[config.mk]
export PLATFORM = sky130hd
export DESIGN_NAME = hazard_fwd_unit
export DESIGN_NICKNAME = d
export VERILOG_FILES = /design/src/rtl/hazard_fwd_unit.sv
export SDC_FILE = /design/constraint.sdc
export NUM_CORES = 1
export LEC_CHECK = 0
export CAP_MARGIN = 20
export CORE_MARGIN = 2
export CORE_UTILIZATION = 54
export CTS_CLUSTER_DIAMETER = 30
export DETAILED_ROUTE_END_ITERATION = 12
export PLACE_DENSITY = 0.89
export RECOVER_POWER = 100
export SYNTH_ARGS = -nofsm -noshare
export SYNTH_HDL_FRONTEND = slang
export SYNTH_SLANG_ARGS = --single-unit
export TNS_END_PERCENT = 100
[constraint.sdc]
create_clock -name clk -period 5.7 [get_ports clk]
set_input_delay 0.57 -clock clk [delete_from_list [all_inputs] [get_ports clk]]
set_output_delay 0.57 -clock clk [all_outputs]
set_load 0.02 [all_outputs]
[src/rtl/hazard_fwd_unit.sv]
// Forwarding-select, load-use stall and branch-flush control for the 5-stage core.
// Tracks register usage in its own EX/MEM/WB shadow slots, fed from ID decode fields.
module hazard_fwd_unit #(
  parameter int REG_AW = 5,
  parameter int CNT_W  = 16
) (
  input  logic              clk,
  input  logic              rstn,
  input  logic              id_valid,
  input  logic [REG_AW-1:0] id_rs1,
  input  logic [REG_AW-1:0] id_rs2,
  input  logic              id_use1,
  input  logic              id_use2,
  input  logic [REG_AW-1:0] id_rd,
  input  logic              id_we,
  input  logic              id_load,
  input  logic              br_taken,
  output logic              stall,
  output logic              flush,
  output logic [1:0]        fwd_a,
  output logic [1:0]        fwd_b,
  output logic [CNT_W-1:0]  stall_cnt,
  output logic [CNT_W-1:0]  flush_cnt
);

  logic              ex_v, ex_use1, ex_use2, ex_we, ex_ld;
  logic [REG_AW-1:0] ex_rs1, ex_rs2, ex_rd;
  logic              mem_v, mem_we, mem_ld;
  logic [REG_AW-1:0] mem_rd;
  logic              wb_v, wb_we;
  logic [REG_AW-1:0] wb_rd;

  logic ex_wr, mem_wr, wb_wr, mem_alu_wr;

  always_comb begin
    ex_wr      = ex_v  & ex_we  & (ex_rd  != '0);
    mem_wr     = mem_v & mem_we & (mem_rd != '0);
    wb_wr      = wb_v  & wb_we  & (wb_rd  != '0);
    mem_alu_wr = mem_wr & ~mem_ld;
    flush      = br_taken;
    // A redirect squashes the consumer anyway, so it never stalls.
    stall      = ~br_taken & id_valid & ex_ld & ex_wr &
                 ((id_use1 & (id_rs1 == ex_rd)) | (id_use2 & (id_rs2 == ex_rd)));
  end

  always_comb begin
    fwd_a = 2'b00;
    if (ex_v && ex_use1) begin
      if (mem_alu_wr && (mem_rd == ex_rs1))  fwd_a = 2'b10;
      else if (wb_wr && (wb_rd == ex_rs1))   fwd_a = 2'b01;
    end
  end

  always_comb begin
    fwd_b = 2'b00;
    if (ex_v && ex_use2) begin
      if (mem_alu_wr && (mem_rd == ex_rs2))  fwd_b = 2'b10;
      else if (wb_wr && (wb_rd == ex_rs2))   fwd_b = 2'b01;
    end
  end

  always_ff @(posedge clk or negedge rstn) begin
    if (!rstn) begin
      ex_v    <= 1'b0;
      ex_rs1  <= '0;
      ex_rs2  <= '0;
      ex_use1 <= 1'b0;
      ex_use2 <= 1'b0;
      ex_rd   <= '0;
      ex_we   <= 1'b0;
      ex_ld   <= 1'b0;
      mem_v   <= 1'b0;
      mem_rd  <= '0;
      mem_we  <= 1'b0;
      mem_ld  <= 1'b0;
      wb_v    <= 1'b0;
      wb_rd   <= '0;
      wb_we   <= 1'b0;
    end else begin
      wb_v    <= mem_v;
      wb_rd   <= mem_rd;
      wb_we   <= mem_we;
      mem_v   <= ex_v;
      mem_rd  <= ex_rd;
      mem_we  <= ex_we;
      mem_ld  <= ex_ld;
      ex_v    <= id_valid & ~flush & ~stall;
      ex_rs1  <= id_rs1;
      ex_rs2  <= id_rs2;
      ex_use1 <= id_use1;
      ex_use2 <= id_use2;
      ex_rd   <= id_rd;
      ex_we   <= id_we;
      ex_ld   <= id_load;
    end
  end

  always_ff @(posedge clk or negedge rstn) begin
    if (!rstn) begin
      stall_cnt <= '0;
      flush_cnt <= '0;
    end else begin
      if (stall && (stall_cnt != '1)) stall_cnt <= stall_cnt + 1'b1;
      if (flush && (flush_cnt != '1)) flush_cnt <= flush_cnt + 1'b1;
    end
  end

endmodule

==> results_dict.tcl, run 1 <==
set metrics [dict create \
    outcome "finished, violations left" \
    failed_checks "max-capacitance violations, max-slew violations" \
    cap_violations 1 \
    vertical_die_dimension_um 77.3 \
    hold_slack_ns 0.380 \
    fin_tns_setup_ns 0 \
    antenna_cells_inserted 0 \
    clock_tree_from_tritoncts "built" \
    dpl-instance-area_um2 3580 \
    postLayoutCellArea_um2 3800 \
    fillerInstances 367 \
    transition_time_at_the_pin_with_the_least_slew_margin_ns 3.39 \
    p_seq_share_pct 46.6 \
    insertion_delay_to_the_later_sink_of_the_worst_skew_pair_ns 0.34 \
    async_set_or_reset_register_ratio_after_synthesis_pct 100 \
    max_freq_ghz 0.253 \
    postRouteAntennaNets 0 \
    flow.area_growth_from_synthesis_pct 30.9 \
    total_switching_power_mw 0.318 \
    grt_antenna_before_repair 0 \
    postCtsSetupBuffers 0 \
    worst_slew_margin_rel_pct -126 \
    chipWidth_um 77.3 \
    startpoint "id_rs1[1]" \
    grt_max_degree 68 \
    r2r-start "ex_rd[1]" \
    layout.nets 336 \
    drcViolationCount 0 \
    tritoncts.num_buffers 9 \
    detail_route.wl_per_cell_um 16.1 \
    synth.net_count 266 \
    timing.hold.worst.start "mem_v" \
    die-area_um2 5980 \
    core.rowCount 26 \
    placement.io_buffers 60 \
    grt_first_pass_wirelength_um 10300 \
    synth_sequential_area_ratio_pct 57.8 \
    post-place-cells 370 \
    gp_routability_congestion 0.878 \
    report.final.slew_viol_count 68 \
    place.detailed.hpwl_um 4300 \
    first_global_vias 2103 \
    timing_worst_setup_path_type "input port to output port" \
    ys_dominant_reg_cell "dfrtp_1" \
    rsz0062_at_grt "false" \
    initial_core_util_pct 56.5 \
    dominant_combinational_cell_family_by_area_after_synthesis "simple AND/OR/NAND/NOR gates" \
    vias_per_cell 5.47 \
    clockBufferDepth 2 \
    synth_compound_gate_area_share_pct 3.54 \
    min_path_type "register to register" \
    min_period_over_period_pct 69.3 \
    final_cell_count_no_fill 386 \
    ioPinCount 61 \
    synth.yosys.warnings 0 \
    synthMuxAreaShare_pct 0.776 \
    ys_seq_elements 67 \
    synth_simple_gate_area_share_pct 18.4 \
    floorplan.core_area_um2 5140 \
    setup_violations 0 \
    fin_skew_ns 0.00818 \
    synth_area_um2 2900 \
    clock_sinks 67 \
    cts_htree_levels 3 \
    timing.final.hold_violations 0 \
    holdBufCountCts 0 \
    totalWireLength_um 6200 \
    firstDrtPassIters 4 \
    net_switching_share_of_the_total_power_pct 26.3 \
    clkTransAtPathRegs_ns 0.07 \
    postLayoutCoreUtil_pct 73.9 \
    power.share.combinational_pct 14.1 \
    power_density_nw_per_um2 318 \
    postSynthAreaPerCell_um2 12.0 \
    static_leakage_nw 1.61 \
    grt_overflow_total 0 \
    critical_path_required_ns 5.13 \
    clkPwrFrac_pct 39.3 \
    power.ir.vdd_worst_mv 0.280 \
    via_count 2113 \
    synthesized_netlist_cell_count 241 \
    worstPathArrival_ns 3.38 \
    root_buffer "clkbuf_8" \
    timing.final.crit_period_ns 3.95 \
    synth_fa_ha_area_share_pct 0.862 \
    setup.worst_path.start_class "input port" \
    number_of_enable_flip_flop_cells_after_synthesis 0 \
    drive_above_1_share_pct 7.28 \
    grt_util_all_layers_pct 22.4 \
    cts_resized 0 \
    power.internal_mw 0.888 \
    detailedRoute.firstIterationViolations 213 \
    worst_setup_path_end_kind "output port" \
    synth_cell_type_count 37 \
    post_synth_xor_area_fraction_pct 17.2 \
    critPathMaxFanout 16 \
]
## routing by layer
| layer | track usage, % | vias up | share of wire (%) |
|---|---|---|---|
| li1 | - | 993 | - |
| met1 | 28.2 | 1045 | 43 |
| met2 | 36.8 | 64 | 51 |
| met3 | 5.41 | 11 | 4.5 |
| met4 | 10.4 | 0 | 2.3 |
| met5 | 0 | - | 0 |
## cell type report
cell class                 count  area, um^2  share of cell area (%)
sequential                    67        1680                    44.2
multi-input combinational    165        1160                    30.6
timing repair buffer          61         599                    15.8
clock buffer                  10         128                    3.36
clock inverter                 6         114                    3.00
tap                           70        87.6                    2.31
inverter                       7        28.8                   0.758
## Yosys cell counts (3+ instances only)
cell type,instances,area share [%]
o21ai_0,3,0.52
nor4b_1,3,0.91
nand4_1,14,3.0
nand3_1,23,4.0
and3_1,5,1.1
dfrtp_1,67,58
nor2_1,10,1.3
inv_1,6,0.78
nor3_1,5,0.86
nand2_1,13,1.7
nor4_1,7,1.5
xnor2_1,45,14
xor2_1,12,3.6
## critical path, stage by stage
cell,delay [ns]
dlygate4sd3_1,0.59
xnor2_1,0.21
nand4_1,0.13
o22ai_1,0.94
and2_0,0.31
clkdlybuf4s50_1,0.63
## flip-flops by register name, summed over array words and instances, names as in the netlist, 5 cells and up
| register | cells |
|---|---|
| ex_rd | 5 |
| ex_rs2 | 5 |
| wb_rd | 5 |
| ex_rs1 | 5 |
| flush_cnt | 16 |
| stall_cnt | 16 |
| mem_rd | 5 |
## logic make-up after synthesis
group	after synthesis
buffers and inverters	9
XOR/XNOR	57
AND/OR/NAND/NOR	93
multiplexers	2
adder cells (fa/ha/maj)	2
flip-flops	67
AO/OA/AOI/OAI	11
## power groups by stage
stage,Combinational [mW],Clock [mW],Sequential (mW)
after global placement,0.181,0,0.570
final,0.170,0.474,0.562
after CTS,0.187,0.478,0.563
after floorplan,0.0649,0,0.592
after global routing,0.185,0.502,0.568
after detailed placement,0.185,0,0.570
## layout by cell type, fill, tap and decap left out, types with 2 or more instances in the layout
master,n
o21ai_0,3
dfrtp_1,67
nor3_1,5
nand3_1,23
nor4_1,7
nor2_1,10
and4_1,2
nand2_1,13
nand4_1,14
and3_1,5
xnor2_1,45
inv_1,6
bufinv_16,3
clkinvlp_4,2
clkbuf_8,9
nor4b_1,3
clkbuf_1,2
clkdlybuf4s50_1,2
xor2_1,12
ha_1,2
or4_1,3
dlygate4sd3_1,57
## per-stage QoR
stage / total power, mW / setup slack, ns
after floorplan: 0.657 / 3.36
after global placement: 0.750 / 2.53
after detailed placement: 0.755 / 2.45
after CTS: 1.23 / 2.39
after global routing: 1.26 / 1.57
final: 1.21 / 1.75
## worst paths after layout
path	slack (ns)	end	cells past startpoint
max	1.75	stall	6
min reg2reg	0.38	wb_v	0
min in group asynchronous	1.47	flush_cnt[10]	2
max in group asynchronous	2.33	stall_cnt[9]	2
max reg2reg	3.23	stall_cnt[1]	5
min	0.38	wb_v	0
No activity file was read; power rests on OpenSTA's default activity.
==> run 2, diff against run 1 <==
CORE_UTILIZATION = 51   (was 54)
PLACE_DENSITY = 0.85   (was 0.89)
clock period = 3.9 ns   (was 5.7 ns; I/O delays follow)
==> run 2 against run 1 <==
The run still ends with max-capacitance violations, max-slew violations left. Clock skew barely moved. Design area down 1.6%. Combinational power rose by 46%. Sequential power grew 46%. Register-to-register slack worse by 1.7 ns. Clock-buffer cell count rose by 4. Global-route usage shrank 2.6 points. Die area rose by 5.6%.
==> results_dict.tcl, run 2 (synthesis gave the netlist of run 1 again) <==
set metrics [dict create \
    insertion_delay_to_the_later_sink_of_the_worst_skew_pair_ns 0.32 \
    clockBufferDepth 2 \
    largestRegisters "flush_cnt x16, stall_cnt x16" \
    grt_antenna_before_repair 0 \
    final_cell_count_no_fill 388 \
    critPathMaxFanout 9 \
    layout.cells.most_common "dfrtp_1" \
    cts_resized 0 \
    vertical_die_dimension_um 79.4 \
    setup.worst_path.start_class "register" \
    rsz0062_at_grt "false" \
    r2r-start "ex_rd[1]" \
    worstPathArrival_ns 2.91 \
    chipWidth_um 79.4 \
    grt_util_all_layers_pct 19.9 \
    power.ir.vdd_worst_mv 0.489 \
    report.final.slew_viol_count 46 \
    fillerInstances 416 \
    clkPwrFrac_pct 33.6 \
    antenna_cells_inserted 0 \
    rr_endpoint "stall_cnt[1]" \
    drive_above_1_share_pct 5.38 \
    core.rowCount 27 \
    cap_violations 1 \
    firstDrtPassIters 4 \
    r2r_setup_slack_ns 1.56 \
    tritoncts.num_buffers 9 \
    setup_violations 0 \
    cell_with_the_biggest_individual_delay_on_the_critical_path "o211ai_1" \
    ioPinCount 61 \
    holdBufCountCts 0 \
    hold_path_depth 0 \
    p_seq_share_pct 51.0 \
    critical_path.max_stage_delay_ns 0.65 \
    detail_route.wl_per_cell_um 14.5 \
    initial_core_util_pct 52.7 \
    grt_first_pass_wirelength_um 9490 \
    totalWireLength_um 5630 \
    power.share.combinational_pct 15.4 \
    placement.io_buffers 60 \
    outcome "finished, violations left" \
    gp_routability_congestion 0.866 \
    via_count 2051 \
    fin_tns_setup_ns 0 \
    total_switching_power_mw 0.422 \
    min_path_type "register to register" \
    timing.hold.worst.start "mem_we" \
    root_buffer "clkbuf_8" \
    vias_per_cell 5.29 \
    timing.final.hold_violations 0 \
    power.internal_mw 1.19 \
    min_period_over_period_pct 84.6 \
    dpl-instance-area_um2 3580 \
    postRouteAntennaNets 0 \
    grt_max_degree 46 \
    postCtsSetupBuffers 0 \
    grt_overflow_total 0 \
    crit_chain "or4_1, o211ai_1, inv_4, and2_0, dlygate4sd3_1" \
    hold-path-endpoint "wb_we" \
    postLayoutCoreUtil_pct 67.8 \
    fin_skew_ns 0.00863 \
    failed_checks "max-capacitance violations, max-slew violations" \
    static_leakage_nw 1.59 \
    clock_tree_from_tritoncts "built" \
    detailedRoute.firstIterationViolations 135 \
    cts_htree_levels 3 \
    first_global_vias 1973 \
    worst_setup_path_end_kind "output port" \
    transition_time_at_the_pin_with_the_least_slew_margin_ns 2.27 \
    timing.final.crit_period_ns 3.30 \
    floorplan.core_area_um2 5510 \
    net_switching_share_of_the_total_power_pct 26.2 \
    drcViolationCount 0 \
    max_freq_ghz 0.303 \
    clock_sinks 67 \
    layout.nets 336 \
    reg2regPathDepth 5 \
    power_density_nw_per_um2 431 \
    report.power.total_mw 1.61 \
    final_cell_mix "dfrtp_1 (67), dlygate4sd3_1 (58), xnor2_1 (45)" \
    die-area_um2 6310 \
    critical_path_required_ns 3.51 \
    postLayoutCellArea_um2 3740 \
    post-place-cells 372 \
    clkTransAtPathRegs_ns 0.06 \
    worst_slew_margin_rel_pct -51.5 \
    place.detailed.hpwl_um 4080 \
    timing_worst_setup_path_type "register to output port" \
    flow.area_growth_from_synthesis_pct 28.8 \
]
==> run 2: changes by cell type in the layout (fill, tap and decap cells not counted), sizes merged <==
| cell | previous run | this run |
|---|---|---|
| clkdlybuf4s50 | 2 | 1 |
| clkbuf | 11 | 16 |
| buf | 1 | 0 |
| clkinvlp | 2 | 0 |
| bufinv | 3 | 1 |
| dlygate4sd3 | 57 | 58 |
==> run 2: per-layer routing <==
layer / wire [um] / track usage, %
met2: 2860 / 30.6
met1: 2450 / 26.5
met3: 225 / 4.30
met5: 0 / 0
met4: 95 / 10.7
==> run 2: worst max-delay path by stage <==
| stage | startpoint | slack (ns) | endpoint | cells past startpoint |
|---|---|---|---|---|
| finish | ex_rd[1] | 0.60 | stall | 5 |
| global route | ex_rd[1] | 0.44 | stall | 5 |
| CTS | mem_rd[1] | 0.87 | fwd_b[0] | 5 |
| detailed placement | id_rs1[2] | 1.06 | stall | 6 |
| global placement | id_rs1[1] | 1.08 | stall | 6 |
| floorplan | mem_rd[1] | 1.74 | fwd_b[0] | 4 |
==> run 2: layout make-up <==
class / count / area [um^2] / share of cell area (%)
Sequential cell: 67 / 1680 / 44.9
Multi-Input combinational cell: 165 / 1150 / 30.9
Timing Repair Buffer: 61 / 598 / 16.0
Clock buffer: 14 / 153 / 4.09
Tap cell: 72 / 90.1 / 2.41
Clock inverter: 2 / 35.0 / 0.938
Inverter: 7 / 28.8 / 0.770
==> run 2: power by group through the flow <==
stage / Combinational [mW] / Clock (mW) / Sequential [mW]
2_1_floorplan: 0.0948 / 0 / 0.866
3_3_place_gp: 0.266 / 0 / 0.833
3_5_place_dp: 0.270 / 0 / 0.832
4_1_cts: 0.271 / 0.559 / 0.823
5_1_grt: 0.273 / 0.591 / 0.832
6_report: 0.248 / 0.540 / 0.820
==> run 2: critical path, delay by kind of cell, from the launching register on <==
kind,cells,cell delay [ns]
AO/OA/AOI/OAI,1,0.65
buffers and inverters,2,0.76
flip-flops,1,0.43
AND/OR/NAND/NOR,2,0.75
==> run 2: through the flow <==
stage / hold WS, ns / setup slack, ns
final: 0.373 / 0.600
after global routing: 0.380 / 0.442
after global placement: 0.355 / 1.08
after detailed placement: 0.354 / 1.06
after CTS: 0.229 / 0.866
after floorplan: 0.0944 / 1.74
